==> src/rtl/vram_arbiter.sv <==
// vram_arbiter: two-requester round-robin arbiter in front of a single
// 8-bit VRAM port, with a fill engine that takes the port over and writes one
// byte value to every location.
module vram_arbiter #(
  parameter int DEPTH = 57600,
  parameter int AW    = 24
) (
  input  logic          clk,
  input  logic          rst_n,
  input  logic          r0_req,
  input  logic          r0_we,
  input  logic [AW-1:0] r0_addr,
  input  logic [7:0]    r0_wdata,
  output logic          r0_gnt,
  output logic          r0_rvalid,
  input  logic          r1_req,
  input  logic          r1_we,
  input  logic [AW-1:0] r1_addr,
  input  logic [7:0]    r1_wdata,
  output logic          r1_gnt,
  output logic          r1_rvalid,
  output logic [7:0]    rdata,
  input  logic          fill_start,
  input  logic [7:0]    fill_value,
  output logic          fill_busy,
  output logic          fill_done,
  output logic          addr_err,
  output logic [AW-1:0] ram_addr,
  output logic [7:0]    ram_din,
  output logic          ram_we,
  input  logic [7:0]    ram_dout
);

  typedef enum logic {IDLE = 1'b0, FILL = 1'b1} state_t;

  localparam logic [AW-1:0] LP_DEPTH = AW'(DEPTH);
  localparam logic [AW-1:0] LP_LAST  = AW'(DEPTH - 1);

  state_t        r_state;
  state_t        w_state_next;
  logic [AW-1:0] r_fill_cnt;
  logic [7:0]    r_fill_value;
  logic          r_last_gnt;   // 1: r1 was granted most recently, so r0 wins next conflict
  logic          r_r0_rvalid;
  logic          r_r1_rvalid;
  logic          r_rd_err;     // pending read was out of range, return zero
  logic          r_fill_done;

  logic          w_gnt0;
  logic          w_gnt1;
  logic          w_sel_we;
  logic          w_sel_err;
  logic          w_fill_last;

  assign w_fill_last = (r_state == FILL) && (r_fill_cnt == LP_LAST);

  // State register
  always_ff @(posedge clk or negedge rst_n) begin
    if (!rst_n) r_state <= IDLE;
    else        r_state <= w_state_next;
  end

  // Next-state logic: fill_start is only honoured from IDLE
  always_comb begin
    w_state_next = r_state;
    case (r_state)
      IDLE:    if (fill_start)  w_state_next = FILL;
      FILL:    if (w_fill_last) w_state_next = IDLE;
      default: w_state_next = IDLE;
    endcase
  end

  // Output logic: grants and RAM port mux; everything quiet while in reset
  always_comb begin
    w_gnt0    = 1'b0;
    w_gnt1    = 1'b0;
    w_sel_we  = 1'b0;
    w_sel_err = 1'b0;
    ram_addr  = '0;
    ram_din   = 8'h00;
    ram_we    = 1'b0;
    addr_err  = 1'b0;
    if (rst_n) begin
      case (r_state)
        IDLE: begin
          w_gnt0 = r0_req && (!r1_req || r_last_gnt);
          w_gnt1 = r1_req && (!r0_req || !r_last_gnt);
          if (w_gnt0) begin
            ram_addr  = r0_addr;
            ram_din   = r0_wdata;
            w_sel_we  = r0_we;
            w_sel_err = (r0_addr >= LP_DEPTH);
          end else if (w_gnt1) begin
            ram_addr  = r1_addr;
            ram_din   = r1_wdata;
            w_sel_we  = r1_we;
            w_sel_err = (r1_addr >= LP_DEPTH);
          end
          ram_we   = w_sel_we && !w_sel_err;
          addr_err = w_sel_err;
        end
        FILL: begin
          ram_addr = r_fill_cnt;
          ram_din  = r_fill_value;
          ram_we   = 1'b1;
        end
        default: ;
      endcase
    end
  end

  // Fill counter and latched fill byte
  always_ff @(posedge clk or negedge rst_n) begin
    if (!rst_n) begin
      r_fill_cnt   <= '0;
      r_fill_value <= 8'h00;
    end else if (r_state == IDLE && fill_start) begin
      r_fill_cnt   <= '0;
      r_fill_value <= fill_value;
    end else if (r_state == FILL) begin
      r_fill_cnt <= w_fill_last ? '0 : r_fill_cnt + AW'(1);
    end
  end

  // Round-robin pointer, read-valid pipeline and fill-done pulse
  always_ff @(posedge clk or negedge rst_n) begin
    if (!rst_n) begin
      r_last_gnt  <= 1'b1;
      r_r0_rvalid <= 1'b0;
      r_r1_rvalid <= 1'b0;
      r_rd_err    <= 1'b0;
      r_fill_done <= 1'b0;
    end else begin
      if (w_gnt0)      r_last_gnt <= 1'b0;
      else if (w_gnt1) r_last_gnt <= 1'b1;
      r_r0_rvalid <= w_gnt0 && !w_sel_we;
      r_r1_rvalid <= w_gnt1 && !w_sel_we;
      r_rd_err    <= (w_gnt0 || w_gnt1) && !w_sel_we && w_sel_err;
      r_fill_done <= w_fill_last;
    end
  end

  assign r0_gnt    = w_gnt0;
  assign r1_gnt    = w_gnt1;
  assign r0_rvalid = r_r0_rvalid;
  assign r1_rvalid = r_r1_rvalid;
  assign rdata     = ((r_r0_rvalid || r_r1_rvalid) && !r_rd_err) ? ram_dout : 8'h00;
  assign fill_busy = (r_state == FILL);
  assign fill_done = r_fill_done;

endmodule

==> config.mk <==
export PLATFORM = sky130hd
export DESIGN_NAME = vram_arbiter
export DESIGN_NICKNAME = d
export VERILOG_FILES = /design/src/rtl/vram_arbiter.sv
export SDC_FILE = /design/constraint.sdc
export NUM_CORES = 1
export LEC_CHECK = 0
export BUFFER_PORTS_ARGS = -buffer_cell sky130_fd_sc_hd__clkbuf_2
export CAP_MARGIN = 20
export CORE_ASPECT_RATIO = 0.8
export CORE_UTILIZATION = 43
export DETAILED_ROUTE_END_ITERATION = 10
export PLACE_DENSITY = 0.89
export SLEW_MARGIN = 20
export SYNTH_ARGS = -nofsm -noshare
export SYNTH_HDL_FRONTEND = slang
export SYNTH_SLANG_ARGS = --single-unit
export TNS_END_PERCENT = 20
==> constraint.sdc <==
create_clock -name clk -period 1.93 [get_ports clk]
set_clock_uncertainty 0.2 [all_clocks]
set_input_delay 0.386 -clock clk [delete_from_list [all_inputs] [get_ports clk]]
set_output_delay 0.386 -clock clk [all_outputs]
set_load 0.1 [all_outputs]
==> results.sh, run 1 <==
export IMPL_synth_area_mm2=0.00286
export IMPL_synth_common_cells="nand2_1 (42), dfrtp_1 (37), and2_1 (30)"
export IMPL_placed_area_mm2=0.00520
export IMPL_synthArstFlopShare_pct=100
export IMPL_outcome="did not finish"
export IMPL_die_h_um=74.9
export IMPL_chipWidth_um=93.2
export IMPL_synth_edff_count=0
export IMPL_yosysMostFrequentCell="nand2_1"
export IMPL_stop_stage="global routing"
export IMPL_cts_buffers=5
export IMPL_initial_core_util_pct=44.6
export IMPL_place_congestion=0.939
export IMPL_cts_sinks=38
export IMPL_ys_ff_latch=38
export IMPL_hpwl_um=10600
export IMPL_synth_area_per_cell_um2=8.10
export IMPL_synth_flop_cell="dfrtp_1"
export IMPL_yosys_cell_types_count=48
export IMPL_yosysSeqAreaShare_pct=33.3
export IMPL_worst_endpoint="ram_addr[16]"
export IMPL_core_rowCount=26
export IMPL_cts_root_buf="clkbuf_8"
export IMPL_yosysWarnings=0
export IMPL_grt_usage_pct=72.5
export IMPL_ios=135
export IMPL_dp_cells=644
export IMPL_dp_slack_ns=-0.715
export IMPL_grt_max_degree=36
export IMPL_syn_inst=353
export IMPL_endpoint_type="primary output"
export IMPL_placement_io_buffers=134
export IMPL_yosys_area_top_type="dfrtp_1"
export IMPL_synth_area_leaders="dfrtp_1 (32%), and2_1 (6.6%), a22oi_1 (5.5%)"
export IMPL_htreeDepth=2
export IMPL_synth_nets=441
export IMPL_gr_total_overflow=4
export IMPL_error_line="[ERROR GRT-0232] Routing congestion too high. Check the congestion heatmap in the GUI."
export IMPL_clk_path_buf_depth=2
export IMPL_synth_top_area_share_pct=32.4
-- repair_timing --
item / CTS
gates resized for setup: 47
hold buffers: 2
cloned: 0
setup endpoints to repair: 68
setup buffers: 1
endpoints found under the hold margin: 17
pin swaps: 4
-- kinds of logic after synthesis --
logic type	count (synthesis)	share of synthesized area, %
xor gates and xnor gates	1	0.306
AOI/OAI and AO/OA	106	25.1
muxes	10	3.85
adders and majority gates	1	0.437
DFF	38	33.3
and+or+nand+nor	167	32.6
buffers and inverters	30	4.46
-- metal layers --
layer	global-route usage, %	GRT overflow
met5	29.9	0
met4	74.4	3
met3	59.1	0
met2	92.8	1
met1	68.5	0
-- through the flow --
stage | utilization (%) | hold slack [ns]
2_1_floorplan | - | -0.110
4_1_cts | 85.6 | 0.0176
3_3_place_gp | 81.1 | 0.179
3_5_place_dp | 81.1 | 0.187
==> run 2, diff against run 1 <==
Settings changed: CORE_ASPECT_RATIO 0.8 to unset, CORE_UTILIZATION 43 to 40, PLACE_DENSITY 0.89 to unset, PLACE_DENSITY_LB_ADDON set to 0.15.
Clock period 1.93 ns to 2.51 ns, I/O delays scaled along.
==> results.sh, run 2 <==
export IMPL_drt_wl_total_um=10700
export IMPL_hold_worst_slack_ns=0.0110
export IMPL_synth_top_area_share_pct=32.4
export IMPL_synth_mux_area_share_pct=3.85
export IMPL_drv_slew=0
export IMPL_ios=135
export IMPL_power_density_mw_per_mm2=593
export IMPL_yosys_cell_types_count=48
export IMPL_clk_path_buf_depth=2
export IMPL_initial_core_util_pct=41.6
export IMPL_tightestPinTransition_ns=0.690
export IMPL_area_growth_pct=80.9
export IMPL_placement_io_buffers=134
export IMPL_setup_ws_ns=-0.222
export IMPL_first_pass_iters=4
export IMPL_synth_xor_area_share_pct=0.306
export IMPL_synth_area_per_cell_um2=8.10
export IMPL_largest_reg_flops=24
export IMPL_hold_class="in -> async"
export IMPL_synth_compound_area_share_pct=25.1
export IMPL_yosysSeqAreaShare_pct=33.3
export IMPL_hpwl_um=7920
export IMPL_vias=3608
export IMPL_core_rowCount=30
export IMPL_synth_flop_cell="dfrtp_1"
export IMPL_syn_inst=353
export IMPL_final_util_pct=75.3
export IMPL_layout_commonest_cell="clkbuf_2"
export IMPL_die_h_um=86.6
export IMPL_yosys_area_top_type="dfrtp_1"
export IMPL_synth_simple_area_share_pct=32.6
export IMPL_cts_tree="built"
export IMPL_routedWlPerCell_um=17.2
export IMPL_cts_sinks=38
export IMPL_crit_fanout=3
export IMPL_synthArstFlopShare_pct=100
export IMPL_total_power_mw=3.07
export IMPL_cts_root_buf="clkbuf_8"
export IMPL_synthAdderAreaFrac_pct=0.437
export IMPL_grt_pass1_wl_um=16100
export IMPL_finalSetupViolations=33
export IMPL_grt_pass1_vias=3299
export IMPL_cts_buffers=5
export IMPL_chipWidth_um=86.6
export IMPL_vdd_drop_max_mv=0.468
export IMPL_rr_worst_depth=5
export IMPL_finalHoldViolCount=0
export IMPL_fmax_mhz=366
export IMPL_cap_violations=0
export IMPL_critPathLaunchType="input pin"
export IMPL_rr_startpoint="fill_busy"
export IMPL_htreeDepth=2
export IMPL_fin_crit_sh_pct=109
export IMPL_relSlewSlack_pct=53.9
export IMPL_p_leak_nw=2.42
export IMPL_reg_top3="r_fill_cnt x24, r_fill_value x8"
export IMPL_core_mm2=0.00687
export IMPL_outcome="finished, violations left"
export IMPL_ant_nets=0
export IMPL_regMostFlops="r_fill_cnt"
export IMPL_clk_latency_ns=0.30
export IMPL_synth_area_mm2=0.00286
export IMPL_yosysMostFrequentCell="nand2_1"
export IMPL_fin_area_mm2=0.00517
export IMPL_crit_type="in -> out"
export IMPL_gr_total_overflow=0
export IMPL_place_congestion=0.867
export IMPL_ys_ff_latch=38
export IMPL_cp_required_ns=1.81
export IMPL_violations="setup timing"
export IMPL_layout_min_cycle_time_ns=2.73
export IMPL_num_antenna_cells=0
export IMPL_dr_first_iter_drc_count=174
export IMPL_synth_area_leaders="dfrtp_1 (32%), and2_1 (6.6%), a22oi_1 (5.5%)"
export IMPL_antenna_found_initial=0
export IMPL_synth_common_cells="nand2_1 (42), dfrtp_1 (37), and2_1 (30)"
export IMPL_path_clk_slew_ns=0.08
export IMPL_rsz0062_at_grt="true"
export IMPL_crit_path_end_kind="output port"
export IMPL_grt_max_degree=40
export IMPL_synth_top_family_by_area="simple AND/OR/NAND/NOR gates"
export IMPL_synth_nets=441
export IMPL_drive_gt1_share_pct=54.4
export IMPL_mostFrequentLayoutCells="clkbuf_2 (96), buf_4 (50), nand2_1 (42)"
export IMPL_layout_nets=616
export IMPL_placed_area_mm2=0.00475
export IMPL_grt_usage_pct=27.8
export IMPL_yosysWarnings=0
export IMPL_synth_edff_count=0
export IMPL_avgViaCountPerCell=5.77
export IMPL_r2r_end="r_fill_cnt[20]"
export IMPL_drc=0
export IMPL_r2r_slack_ns=0.31
export IMPL_dieArea_mm2=0.00749
export IMPL_crit_arrival_ns=2.03
run 2: cell counts after synthesis:
Identical to the previous run, type by type.
run 2: per-layer routing:
metal | GRT usage, % | share of wire, % | vias up
met5 | 0 | 0 | -
met2 | 46.0 | 50 | 150
met4 | 10.5 | 2.4 | 0
met1 | 36.7 | 41 | 1750
met3 | 4.38 | 6.2 | 19
li1 | - | - | 1689
run 2: kinds of logic (layout without fill, tap and decap cells):
group                      count (synthesis)  in the layout
xor gates and xnor gates                   1              1
muxes                                     10             10
DFF                                       38             38
adders and majority gates                  1              1
buffers and inverters                     30            206
AOI/OAI and AO/OA                        106            106
and+or+nand+nor                          167            167
run 2: metrics by stage:
| stage | TNS, ns | setup WS, ns | instances |
|---|---|---|---|
| 2_1_floorplan | -5.69 | -0.274 | 353 |
| 3_3_place_gp | -0.408 | -0.220 | 612 |
| 3_5_place_dp | -0.451 | -0.235 | 612 |
| 4_1_cts | -1.43 | -0.222 | 621 |
| 5_1_grt | -4.21 | -0.266 | 625 |
| 6_report | -1.92 | -0.222 | 625 |
run 2: worst max-delay path by stage:
stage	from	to	slack, ns	depth (start not counted)
2_1_floorplan	r0_addr[11]	ram_we	-0.27	5
3_3_place_gp	r0_addr[11]	addr_err	-0.22	7
3_5_place_dp	r1_addr[11]	addr_err	-0.23	7
4_1_cts	r1_addr[11]	ram_we	-0.22	7
5_1_grt	r0_addr[11]	ram_we	-0.27	7
6_report	r0_addr[11]	ram_we	-0.22	7
run 2: repair_timing:
item | 4_1_cts | 5_1_grt
hold endpoints to repair | 0 | 0
setup endpoints to repair | 33 | 35
pin swaps | 4 | 14
resized for setup | 46 | 28
gates cloned | 2 | 1
hold buffers | 0 | 0
setup buffers | 0 | 4
run 2: area by class of cell:
cell class | instances | area (um2)
clock buffers | 6 | 82.6
clock inverters | 2 | 16.3
fillers | 455 | 1700
inverters | 4 | 16.3
multi-input cells | 285 | 2190
flip-flops and latches | 38 | 956
well taps | 96 | 120
repair buffers | 194 | 1800
run 2: critical path, cell delays in order:
cell       delay, ns
buf_6           0.09
or4_4           0.52
o2111ai_2       0.17
nand3_1         0.10
a22o_1          0.29
o21ai_4         0.17
buf_12          0.19
run 2: power breakdown:
part           total (mW)  switching, mW  internal (mW)
sequential          0.848          0.125          0.724
combinational        1.75           1.02          0.725
clock               0.470          0.244          0.226
No activity file was read; power rests on OpenSTA's default activity.
==> run 3, diff against run 2 <==
Clock period 2.51 ns to 2.4 ns, I/O delays scaled along.
==> results.sh, run 3 (synthesized netlist as in run 2, its figures left out) <==
export IMPL_top_usage_layer="met2"
export IMPL_ios=135
export IMPL_antenna_found_initial=0
export IMPL_place_congestion=0.827
export IMPL_cts_root_buf="clkbuf_8"
export IMPL_tightestPinTransition_ns=0.643
export IMPL_vias=3651
export IMPL_routedWlPerCell_um=18.6
export IMPL_crit_fanout=3
export IMPL_crit_arrival_ns=2.20
export IMPL_crit_type="in -> out"
export IMPL_drt_wl_total_um=11900
export IMPL_path_clk_slew_ns=0.08
export IMPL_grt_pass1_wl_um=16000
export IMPL_grt_max_degree=48
export IMPL_cts_buffers=5
export IMPL_grt_use_met1_pct=36.4
export IMPL_dr_first_iter_drc_count=197
export IMPL_violations="hold timing, setup timing"
export IMPL_largest_reg_flops=24
export IMPL_clk_path_buf_depth=2
export IMPL_use_met2_pct=47.7
export IMPL_final_util_pct=77.6
export IMPL_finalSetupViolations=34
export IMPL_fmax_mhz=347
export IMPL_mostFrequentLayoutCells="clkbuf_2 (95), buf_4 (59), nand2_1 (42), buf_12 (42), dfrtp_1 (36)"
export IMPL_core_rowCount=30
export IMPL_drv_slew=0
export IMPL_grt_use_met3_pct=4.38
export IMPL_dieArea_mm2=0.00749
export IMPL_crit_path_end_kind="output port"
export IMPL_vdd_drop_max_mv=0.393
export IMPL_drive_gt1_share_pct=55.1
export IMPL_finalHoldViolCount=11
export IMPL_cp_required_ns=1.72
export IMPL_max_stage_delay_ns=0.57
export IMPL_cts_sinks=38
export IMPL_regMostFlops="r_fill_cnt"
export IMPL_first_pass_iters=4
export IMPL_layout_nets=631
export IMPL_clk_latency_ns=0.30
export IMPL_layout_min_cycle_time_ns=2.88
export IMPL_reg_top3="r_fill_cnt x24, r_fill_value x8"
export IMPL_rr_worst_depth=6
export IMPL_gr_total_overflow=0
export IMPL_outcome="finished, violations left"
export IMPL_placed_area_mm2=0.00480
export IMPL_setup_ws_ns=-0.481
export IMPL_hold_worst_slack_ns=-0.0174
export IMPL_num_antenna_cells=0
export IMPL_chipWidth_um=86.6
export IMPL_grt_pass1_vias=3246
export IMPL_rsz0062_at_grt="true"
export IMPL_cap_violations=0
export IMPL_crit_path_cell_trace="buf_6, or4_4, o2111ai_2, nand3_1, a22o_4, o21ai_4, buf_12"
export IMPL_r2r_slack_ns=0.21
export IMPL_area_growth_pct=86.3
export IMPL_fin_area_mm2=0.00533
export IMPL_drc=0
export IMPL_power_density_mw_per_mm2=601
export IMPL_p_leak_nw=2.51
export IMPL_layout_commonest_cell="clkbuf_2"
export IMPL_core_mm2=0.00687
export IMPL_htreeDepth=2
export IMPL_relSlewSlack_pct=56.7
export IMPL_nFillCells=470
export IMPL_placement_io_buffers=134
export IMPL_die_h_um=86.6
export IMPL_fin_crit_sh_pct=120
export IMPL_hpwl_um=7760
export IMPL_initial_core_util_pct=41.6
export IMPL_ant_nets=0
export IMPL_cts_tree="built"
export IMPL_avgViaCountPerCell=5.70
export IMPL_hold_class="in -> async"
export IMPL_grt_usage_pct=27.6
export IMPL_cpMaxStageDelayCell="or4_4"
export IMPL_critPathLaunchType="input pin"
run 3: cell types whose count changed in the layout (fill, tap and decap cells not counted), sizes merged:
cell | previous run | this run
inv | 4 | 3
clkbuf | 103 | 107
buf | 97 | 110
clkinvlp | 1 | 0
run 3: metal layers:
| layer | vias up | share of wire, % |
|---|---|---|
| met5 | - | 0 |
| met2 | 164 | 50 |
| met4 | 0 | 3.6 |
| li1 | 1703 | - |
| met3 | 42 | 6.9 |
| met1 | 1742 | 40 |
run 3: timing repair:
item | 4_1_cts | 5_1_grt
setup endpoints to repair | 34 | 45
gates resized for setup | 47 | 39
setup buffers | 3 | 4
hold endpoints to repair | 11 | 6
pin swaps | 3 | 12
cloned | 0 | 5
run 3: critical path, delay by kind of cell:
| kind | cells | cell delay (ns) |
|---|---|---|
| buf+inv | 2 | 0.28 |
| simple gates | 2 | 0.73 |
| compound gates | 3 | 0.70 |
run 3: final cells by class:
| class | count | area [um2] | area share [%] |
|---|---|---|---|
| clock buffer | 8 | 80.1 | 1.50 |
| inverter | 4 | 16.3 | 0.305 |
| multi-input combinational | 285 | 2190 | 41.2 |
| sequential | 38 | 956 | 17.9 |
| tap | 96 | 120 | 2.25 |
| timing repair buffer | 209 | 1960 | 36.8 |
run 3: worst paths after layout:
check | startpoint | end
worst max-delay path | r0_addr[11] | ram_we
worst min-delay path | rst_n | r_fill_cnt[23]
min in group clk | fill_value[7] | r_fill_value[7]
max in group asynchronous | rst_n | r_fill_cnt[7]
worst max register to register | r_fill_cnt[3] | r_fill_cnt[23]
worst min register to register | r_fill_value[6] | r_fill_value[6]
run 3: stage by stage:
step                setup TNS (ns)  power [mW]  std cells  worst slack (ns)
floorplan                    -9.04        1.90        353            -0.340
global placement            -0.884        2.57        621            -0.302
detailed placement           -1.06        2.60        621            -0.362
CTS                          -3.73        3.10        631            -0.319
global route                 -7.51        3.34        640            -0.501
finish                       -4.95        3.20        640            -0.481
run 3: power by group:
group	total [mW]	internal [mW]	leakage (nW)	switching (mW)
Clock	0.437	0.207	0.0395	0.231
Combinational	1.88	0.793	2.00	1.08
Sequential	0.889	0.757	0.463	0.131
Total	3.20	1.76	2.51	1.45
